--- src/rtl/if_fetch_ctrl.sv ---
// rtl/if_fetch_ctrl.sv - instruction-fetch stage controller: PC, IF/ID register, stalls, delayed branches
//
// Ports:
//   clk, rst            clock; synchronous active-high reset
//   IF_loadUseStall     hold PC and IF/ID this cycle (hazard detector)
//   IF_memConflict      MEM stage owns instruction memory; inject a bubble
//   IF_branchTaken      ID-stage branch resolved taken (one delay slot)
//   IF_branchTarget     redirect address, valid with IF_branchTaken
//   IF_instrIn          instruction memory data for IF_pc, same cycle
//   IF_pc               PC register / instruction memory address
//   IF_imemRead         instruction memory read enable (combinational)
//   IF_ID_instruction   IF/ID instruction register
//   IF_ID_pcPlus1       IF/ID fetch address + 1
//   IF_ID_valid         IF/ID holds a real instruction (0 = bubble)
//   IF_stallCount       saturating count of stall cycles since reset
module if_fetch_ctrl #(
  parameter logic [15:0] RESET_PC  = 16'h0000,
  parameter logic [15:0] NOP_INSTR = 16'h0800
) (
  input  logic        clk,
  input  logic        rst,
  input  logic        IF_loadUseStall,
  input  logic        IF_memConflict,
  input  logic        IF_branchTaken,
  input  logic [15:0] IF_branchTarget,
  input  logic [15:0] IF_instrIn,
  output logic [15:0] IF_pc,
  output logic        IF_imemRead,
  output logic [15:0] IF_ID_instruction,
  output logic [15:0] IF_ID_pcPlus1,
  output logic        IF_ID_valid,
  output logic [15:0] IF_stallCount
);

  // PEND: a taken branch's delay slot has not been fetched yet; r_tgt holds the target.
  typedef enum logic {ST_RUN, ST_PEND} state_t;

  state_t      r_state;
  logic [15:0] r_pc;
  logic [15:0] r_tgt;
  logic [15:0] r_instr;
  logic [15:0] r_pcp1;
  logic        r_valid;
  logic [15:0] r_stall_cnt;

  state_t      w_state_nxt;
  logic [15:0] w_pc_nxt;
  logic [15:0] w_tgt_nxt;
  logic [15:0] w_instr_nxt;
  logic [15:0] w_pcp1_nxt;
  logic        w_valid_nxt;
  logic [15:0] w_pc_plus1;
  logic        w_stall;

  assign w_pc_plus1 = r_pc + 16'd1;
  assign w_stall    = IF_loadUseStall || IF_memConflict;

  always_ff @(posedge clk) begin
    if (rst) begin
      r_state     <= ST_RUN;
      r_pc        <= RESET_PC;
      r_tgt       <= 16'h0000;
      r_instr     <= NOP_INSTR;
      r_pcp1      <= 16'h0000;
      r_valid     <= 1'b0;
      r_stall_cnt <= 16'h0000;
    end else begin
      r_state <= w_state_nxt;
      r_pc    <= w_pc_nxt;
      r_tgt   <= w_tgt_nxt;
      r_instr <= w_instr_nxt;
      r_pcp1  <= w_pcp1_nxt;
      r_valid <= w_valid_nxt;
      if (w_stall && (r_stall_cnt != 16'hFFFF)) begin
        r_stall_cnt <= r_stall_cnt + 16'd1;
      end
    end
  end

  always_comb begin
    w_state_nxt = r_state;
    w_pc_nxt    = r_pc;
    w_tgt_nxt   = r_tgt;
    w_instr_nxt = r_instr;
    w_pcp1_nxt  = r_pcp1;
    w_valid_nxt = r_valid;
    if (IF_loadUseStall) begin
      // Everything holds; a branch decision from a stalled ID stage is not final.
    end else if (IF_memConflict) begin
      // Bubble into ID; pcPlus1 is left alone. A branch resolved now still
      // owes its delay slot, so remember the target until the fetch succeeds.
      w_instr_nxt = NOP_INSTR;
      w_valid_nxt = 1'b0;
      if ((r_state == ST_RUN) && IF_branchTaken) begin
        w_tgt_nxt   = IF_branchTarget;
        w_state_nxt = ST_PEND;
      end
    end else begin
      w_instr_nxt = IF_instrIn;
      w_pcp1_nxt  = w_pc_plus1;
      w_valid_nxt = 1'b1;
      if (r_state == ST_PEND) begin
        w_pc_nxt    = r_tgt;
        w_state_nxt = ST_RUN;
      end else begin
        w_pc_nxt = IF_branchTaken ? IF_branchTarget : w_pc_plus1;
      end
    end
  end

  assign IF_pc             = r_pc;
  assign IF_imemRead       = !rst && !IF_memConflict;
  assign IF_ID_instruction = r_instr;
  assign IF_ID_pcPlus1     = r_pcp1;
  assign IF_ID_valid       = r_valid;
  assign IF_stallCount     = r_stall_cnt;

endmodule

--- config.mk ---
export PLATFORM = sky130hd
export DESIGN_NAME = if_fetch_ctrl
export DESIGN_NICKNAME = d
export VERILOG_FILES = /design/src/rtl/if_fetch_ctrl.sv
export SDC_FILE = /design/constraint.sdc
export NUM_CORES = 1
export LEC_CHECK = 0
export CAP_MARGIN = 20
export CELL_PAD_IN_SITES_DETAIL_PLACEMENT = 0
export CELL_PAD_IN_SITES_GLOBAL_PLACEMENT = 2
export CORE_MARGIN = 2
export CORE_UTILIZATION = 28
export DETAILED_ROUTE_END_ITERATION = 16
export PLACE_DENSITY_LB_ADDON = 0.1
export RECOVER_POWER = 50
export SLEW_MARGIN = 20
export SYNTH_ARGS = -nofsm -noshare
export SYNTH_HDL_FRONTEND = slang
export SYNTH_SLANG_ARGS = --single-unit
--- constraint.sdc ---
create_clock -name clk -period 2 [get_ports clk]
set_input_delay 0.5 -clock clk [delete_from_list [all_inputs] [get_ports clk]]
set_output_delay 0.5 -clock clk [all_outputs]
set_load 0.02 [all_outputs]
* After elaboration in Yosys (flattened, before gate mapping)
Index checks and enable logic that the tools add are counted.
Widths: inputs -> output; s select.
** Storage, ports and cells
- Bits in registers :: 82
- Input port bits :: 37
- Output and inout port bits :: 66
- Logic and storage cells :: 29
** Operators by class
- $add $sub $neg :: 2
- Equal/unequal tests :: 2
- Mux-type cells :: 6
- Bitwise operators :: 3
- Reductions and logical operators :: 9
** Operators by type and width (number)
- $mux 16 :: 3
- $add 16x1->16 const B :: 2
- $ne 16x16->1 const B :: 1
- $reduce_and 2->1 :: 2
- $logic_and 1x1->1 :: 3
- $mux 1 :: 3
- $not 1->1 :: 3
- $reduce_and 3->1 :: 1
- $logic_not 1->1 :: 2
- $ne 2x1->1 const B :: 1
- $logic_or 1x1->1 :: 1

* Longest topological paths before layout
Gate-level depths: netlist (run 1).
- Depth after elaboration :: 4
- Mapped depth :: 6

* Worst setup path after synthesis (run 1)
Ideal clock, no wire load.
- Path type :: register to register
- Start :: reg r_stall_cnt[3], in the netlist IF_stallCount[3]
- End :: reg r_stall_cnt[15], in the netlist IF_stallCount[15]
- Setup time :: 0.123 ns
- Data arrival time :: 1.717 ns
- Required time :: 1.877 ns
- Slack :: 0.160 ns
- Cell stages (with the launch flop) :: 6
- Buffers on the path :: 1
- Period minus slack after synthesis :: 1.840 ns
- Path through :: dfxtp_1 nand3_2 or3_1 buf_2 nor4_1 mux2_1
** On the way
- Cells in the longest elaborated chain, start to end :: 2
** RTL lines
- start, declared :: line 44 : logic [15:0] r_stall_cnt;
- start signal, assigned :: line 75 : r_stall_cnt <= r_stall_cnt + 16'd1;
- parallel branches: the longest is 2 deep, another holds $add 16x1->16
Parallel ways; which one is timed is not known.
A chain may end at the register's enable or synchronous reset.

* Worst setup path after layout (run 1)
- Start :: reg r_pc[10], in the netlist IF_pc[10]
- End :: out IF_pc[10]
** RTL lines
- start, declared :: line 39 : logic [15:0] r_pc;
- start signal, assigned :: line 69 : r_pc <= w_pc_nxt;
- end, declared :: line 27 : output logic [15:0] IF_pc,
No word-level cell between the ends.

==> flow_summary.ini, run 1 <==
[outcome]
status = completed

[pwr]
power.total_mw = 4.10
peakVddDrop_v = 0.000617
power_density_nw_per_um2 = 744
p_leak_nw = 2.03

[run]
drv_cap = 0

[final_layout]
post-route-util_pct = 41.6
nFillCells = 1403
drive_gt1_share_pct = 11.9
num_antenna_cells = 0
syn2layout_area_growth_pct = 44.8
nets = 616
final_cell_area_sq_um = 5510
layoutNonFillerInstCount = 758

[setup_path]
crit_slowest_cell = clkdlybuf4s50_1
critPathMaxFanout = 6
critPathCaptureType = primary output
critPathMaxStageDelay_ns = 0.65
crit_required_ns = 1.50
path_cells = clkdlybuf4s50_1
critPathArrivalTime_ns = 1.46
critPathBufInv = 1
crit_cells = 1
critPathTopFamily = buffers and inverters
critical_path_class = flip-flop to primary output
reg2reg_depth = 6
critPathLaunchType = flip-flop

[synthesis]
ys_types = 53
yosys-top-cells-area = dfxtp_1, a21oi_1, nand2_1
synth_top_family_by_area = compound AO/OA/AOI/OAI gates
yosys_warnings = 0
async_reset_ff_share_pct = 0
synthAdderAreaFrac_pct = 0.658
synth_compound_area_share_pct = 24.7
yosysMostFrequentCell = dfxtp_1
ys_seq_area_share_pct = 43.2
synthMuxAreaShare_pct = 0.856
synth-simple-area-share_pct = 23.4
synth_ff_type = dfxtp_1
ys_seq_elements = 82
synth_edf_count = 0
synth_top_area_share_pct = 43.2
syn_area_sq_um = 3800
synthCells = 459
avgSynthCellArea_sq_um = 8.28
synth_xor_xnor_area_share_pct = 2.30
synth_commonest_cells = dfxtp_1, a21oi_1, nand2_1
syn_nets = 498
synth_area_leader_cell = dfxtp_1

[die]
coreArea_sq_um = 13200
dieArea_sq_um = 14500
start_util_pct = 28.7
pin_count = 103
fp-row-count = 42
die_h_um = 121
fp.dieW_um = 121

[grt]
grt_pass1_vias = 3556
grtUsageTotal_pct = 16.7
grt_first_pass_wirelength_mm = 19.0
grt-ovfl-total = 0
antenna_found_initial = 0
grt_max_degree = 43

[timing]
rsz0062_at_grt = no
slew_viol_final = 0
hold_slack_ns = 0.451
worst_slew_pin_slew_ns = 0.574
min_period_ns = 1.96
hold_viol_final = 0
period_share_pct = 98.1
finalSetupViolations = 0
clock_skew_ns = 0.00684
slew_headroom_pct = 61.6
fmax_ghz = 0.509

[placed_design]
post-place-cells = 742
gp_congestion = 0.794
dp_hpwl_mm = 8.64
portBuffers = 102
placed_area_sq_um = 5260

[routing]
drcViolationCount = 0
wl_mm = 11.8
vias_per_cell = 5.04
drtIter0Drc = 209
wl_per_cell_um = 15.5
ant_nets = 0
drt-pass1-iter-count = 4
dr_total_vias = 3821

[clocking]
h-tree-depth = 3
clk_path_buf_depth = 2
cts_sinks = 82
insertion_delay_ns = 0.35
post_cts_buffers = 0
clk_pin_slew_ns = 0.06
numCtsBuffers = 9
cts_root_buffer = clkbuf_16
cts_tree = built

[min_path]
min_path_type = flip-flop to flip-flop
min_path_cells = 2
-- repair_timing --
| action | CTS | global route |
|---|---|---|
| resized for setup | 11 | 8 |
| hold buffers | 0 | 0 |
| setup endpoints to repair | 10 | 8 |
| pin swaps | 0 | 0 |
-- state kept, by name, indices dropped and copies added (netlist names) --
signal and count:
IF_ID_valid 1, r_state 1, IF_ID_instruction 16, r_tgt 16, IF_pc 16, IF_ID_pcPlus1 16
IF_stallCount 16
-- final cells by class --
cell class | count | area, sq um | area share (%)
well taps | 176 | 220 | 4.00
clock inverters | 7 | 83.8 | 1.52
repair buffers | 145 | 1300 | 23.6
multi-input cells | 329 | 2000 | 36.3
clock buffers | 9 | 225 | 4.09
inverters | 10 | 37.5 | 0.682
flip-flops and latches | 82 | 1640 | 29.8
-- cell families after synthesis --
logic type | Yosys count
compound gates | 146
xor+xnor | 10
fa+ha+maj | 2
buf+inv | 48
flops | 82
mux | 3
simple gates | 168
-- routing by layer --
metal / GRT usage, % / up-vias / wire [um] / share of wire [%]
li1: - / 1935 / - / -
met1: 22.1 / 1789 / 5660 / 48
met2: 25.9 / 87 / 5310 / 45
met3: 5.19 / 10 / 659 / 5.6
met4: 5.01 / 0 / 146 / 1.2
met5: 0 / - / 0 / 0
-- through the flow --
step | setup slack [ns] | TNS, ns
floorplan | 0.160 | 0
global placement | -0.365 | -11.18
detailed placement | -0.395 | -11.50
CTS | 0.00841 | 0
global route | 0.00447 | 0
finish | 0.0371 | 0
-- final timing paths --
check            start  slack, ns        end
max reg2reg   IF_pc[5]       0.18  IF_pc[15]
max          IF_pc[10]       0.04  IF_pc[10]
min reg2reg  r_tgt[14]       0.45  r_tgt[14]
min          r_tgt[14]       0.45  r_tgt[14]
-- power by group --
group	total (mW)	switching (mW)	internal, mW
Combinational	0.583	0.305	0.277
Clock	1.75	0.756	0.992
Sequential	1.77	0.0621	1.70
-- placed cells by master (no fill, tap or decap), types with 3 or more instances in the layout --
cell / synthesis / routed
clkbuf_16: 0 / 9
a22o_1: 15 / 15
nor2b_1: 5 / 5
xnor2_1: 8 / 8
o221ai_1: 3 / 3
a21oi_1: 57 / 57
nor4_2: 2 / 3
nand3b_1: 3 / 3
nand2_1: 51 / 51
o21ai_0: 21 / 21
or4_1: 9 / 9
clkbuf_2: 0 / 3
inv_1: 10 / 10
a211oi_1: 8 / 8
nor2_1: 22 / 21
or3_1: 6 / 5
dlygate4sd3_1: 0 / 28
nand2b_1: 3 / 3
o311ai_1: 3 / 3
clkbuf_1: 30 / 9
and3_1: 6 / 6
a21o_1: 3 / 3
dlygate4sd2_1: 0 / 6
nor3_1: 19 / 19
dfxtp_1: 82 / 81
a311oi_1: 3 / 3
o31ai_1: 12 / 12
nand4_1: 9 / 9
inv_6: 0 / 3
clkdlybuf4s50_1: 0 / 59
and4_1: 3 / 3
o21ai_1: 3 / 3
o32ai_1: 4 / 4
buf_4: 0 / 36
nand3_1: 15 / 14
nor4_1: 5 / 4
Note: power is estimated with default switching activity, not from simulation.
==> run 2, diff against run 1 <==
--- a/config.mk
+++ b/config.mk
@@ -5,6 +5,7 @@
 export SDC_FILE = /design/constraint.sdc
 export NUM_CORES = 1
 export LEC_CHECK = 0
+export ABC_AREA = 0
 export CAP_MARGIN = 20
 export CELL_PAD_IN_SITES_DETAIL_PLACEMENT = 0
 export CELL_PAD_IN_SITES_GLOBAL_PLACEMENT = 2
==> results of run 2 <==
The final DEF is identical to that of run 1; final timing and power are the same.
==> run 3, diff against run 2 <==
--- a/config.mk
+++ b/config.mk
@@ -9,7 +9,6 @@
 export CAP_MARGIN = 20
 export CELL_PAD_IN_SITES_DETAIL_PLACEMENT = 0
 export CELL_PAD_IN_SITES_GLOBAL_PLACEMENT = 2
-export CORE_MARGIN = 2
 export CORE_UTILIZATION = 28
 export DETAILED_ROUTE_END_ITERATION = 16
 export PLACE_DENSITY_LB_ADDON = 0.1
==> run 3 against run 2 <==
Effect of this change:
- register-to-register slack improved by 0.03 ns
- global-route usage rose by 0.23 points
- setup slack got worse by 0.014 ns
- fmax fell by 0.71%
- first-iteration DRC count rose by 22%
- wire length fell by 0.19%
- non-clock buffer count fell by 1
- clock-buffer cell count rose by 1
- die area fell by 3.3%
- via count barely moved
- largest power group is now clock
- highest routed layer unchanged
==> flow_summary.ini, run 3 (synthesis results as in run 1) <==
[outcome]
status = completed

[die]
fp-row-count = 42
fp.dieW_um = 119
start_util_pct = 28.7
coreArea_sq_um = 13200
die_h_um = 119
dieArea_sq_um = 14100
pin_count = 103

[timing]
rsz0062_at_grt = no
setup_ws_ns = 0.0231
hold_slack_ns = 0.449
fmax_ghz = 0.506
worst_slew_pin_slew_ns = 0.439
period_share_pct = 98.8
min_period_ns = 1.98
hold_viol_final = 0
clock_skew_ns = 0.00565
finalSetupViolations = 0
slew_viol_final = 0
slew_headroom_pct = 70.5

[final_layout]
num_antenna_cells = 0
nFillCells = 1399
regArea_sq_um = 1640
multi_input_area_sq_um = 1990
syn2layout_area_growth_pct = 45.4
nets = 615
layout_commonest_cell = clkdlybuf4s50_1
mostFrequentLayoutCells = clkdlybuf4s50_1, dfxtp_1, a21oi_1
drive_gt1_share_pct = 11.0
final_cell_area_sq_um = 5530

[routing]
vias_per_cell = 5.05
drt-pass1-iter-count = 4
ant_nets = 0
wl_per_cell_um = 15.5
drtIter0Drc = 256
wl_mm = 11.8
dr_total_vias = 3824
drcViolationCount = 0

[run]
drv_cap = 0

[placed_design]
dp_hpwl_mm = 8.32
gp_congestion = 0.819
portBuffers = 102
post-place-ws_ns = -0.370
placed_area_sq_um = 5250

[clocking]
post_cts_buffers = 0
ctsResizeCount = 8
clk_pin_slew_ns = 0.07
h-tree-depth = 3
cts_tree = built
numCtsBuffers = 9
clk_path_buf_depth = 2
cts_sinks = 82
insertion_delay_ns = 0.35
cts_root_buffer = clkbuf_16
hold_buffers = 0

[setup_path]
crit_required_ns = 1.50
critPathCaptureType = primary output
critical_path_class = flip-flop to primary output
critPathMaxStageDelay_ns = 0.66
critPathMaxFanout = 6
critPathArrivalTime_ns = 1.48
critPathLaunchType = flip-flop
critPathBufInv = 1
crit_slowest_cell = clkdlybuf4s50_1
path_cells = clkdlybuf4s50_1
critPathTopFamily = buffers and inverters

[grt]
grt_first_pass_wirelength_mm = 18.8
grt_max_degree = 46
grtUsageTotal_pct = 16.9
antenna_found_initial = 0
grt-ovfl-total = 0
grt_pass1_vias = 3531

[pwr]
peakVddDrop_v = 0.000407
p_leak_nw = 1.96
power.total_mw = 4.30
power_density_nw_per_um2 = 777

[min_path]
min_path_type = flip-flop to flip-flop
## run 3: per-stage QoR
step	cells	utilization (%)	TNS, ns
3_3_place_gp	741	39.6	-6.18
4_1_cts	757	42.2	0
2_1_floorplan	459	-	0
6_report	757	41.7	0
5_1_grt	757	41.7	0
3_5_place_dp	741	39.6	-6.43
## run 3: area by class of cell
cell class / count / area share, %
multi-input cells: 329 / 36.0
inverters: 10 / 0.679
repair buffers: 144 / 23.4
flip-flops and latches: 82 / 29.7
clock buffers: 10 / 4.14
clock inverters: 6 / 2.04
well taps: 176 / 3.98
## run 3: final timing paths
check / startpoint / end / slack, ns / depth (start not counted)
max reg2reg: IF_pc[2] / IF_pc[15] / 0.21 / 6
min: IF_ID_instruction[11] / IF_ID_instruction[11] / 0.45 / 2
max: IF_pc[9] / IF_pc[9] / 0.02 / 1
min reg2reg: IF_ID_instruction[11] / IF_ID_instruction[11] / 0.45 / 2
## run 3: power breakdown
| group | switching [mW] | internal [mW] | leakage [nW] |
|---|---|---|---|
| Combinational | 0.298 | 0.280 | 1.13 |
| Sequential | 0.0717 | 1.70 | 0.669 |
| Clock | 0.713 | 1.23 | 0.167 |
| Total | 1.08 | 3.21 | 1.96 |
## run 3: per-layer routing
layer	up-vias	wire [um]	GRT usage, %
li1	1931	-	-
met1	1800	6020	23.4
met2	80	5080	24.9
met3	13	435	3.52
met4	0	216	7.67
met5	-	0	0
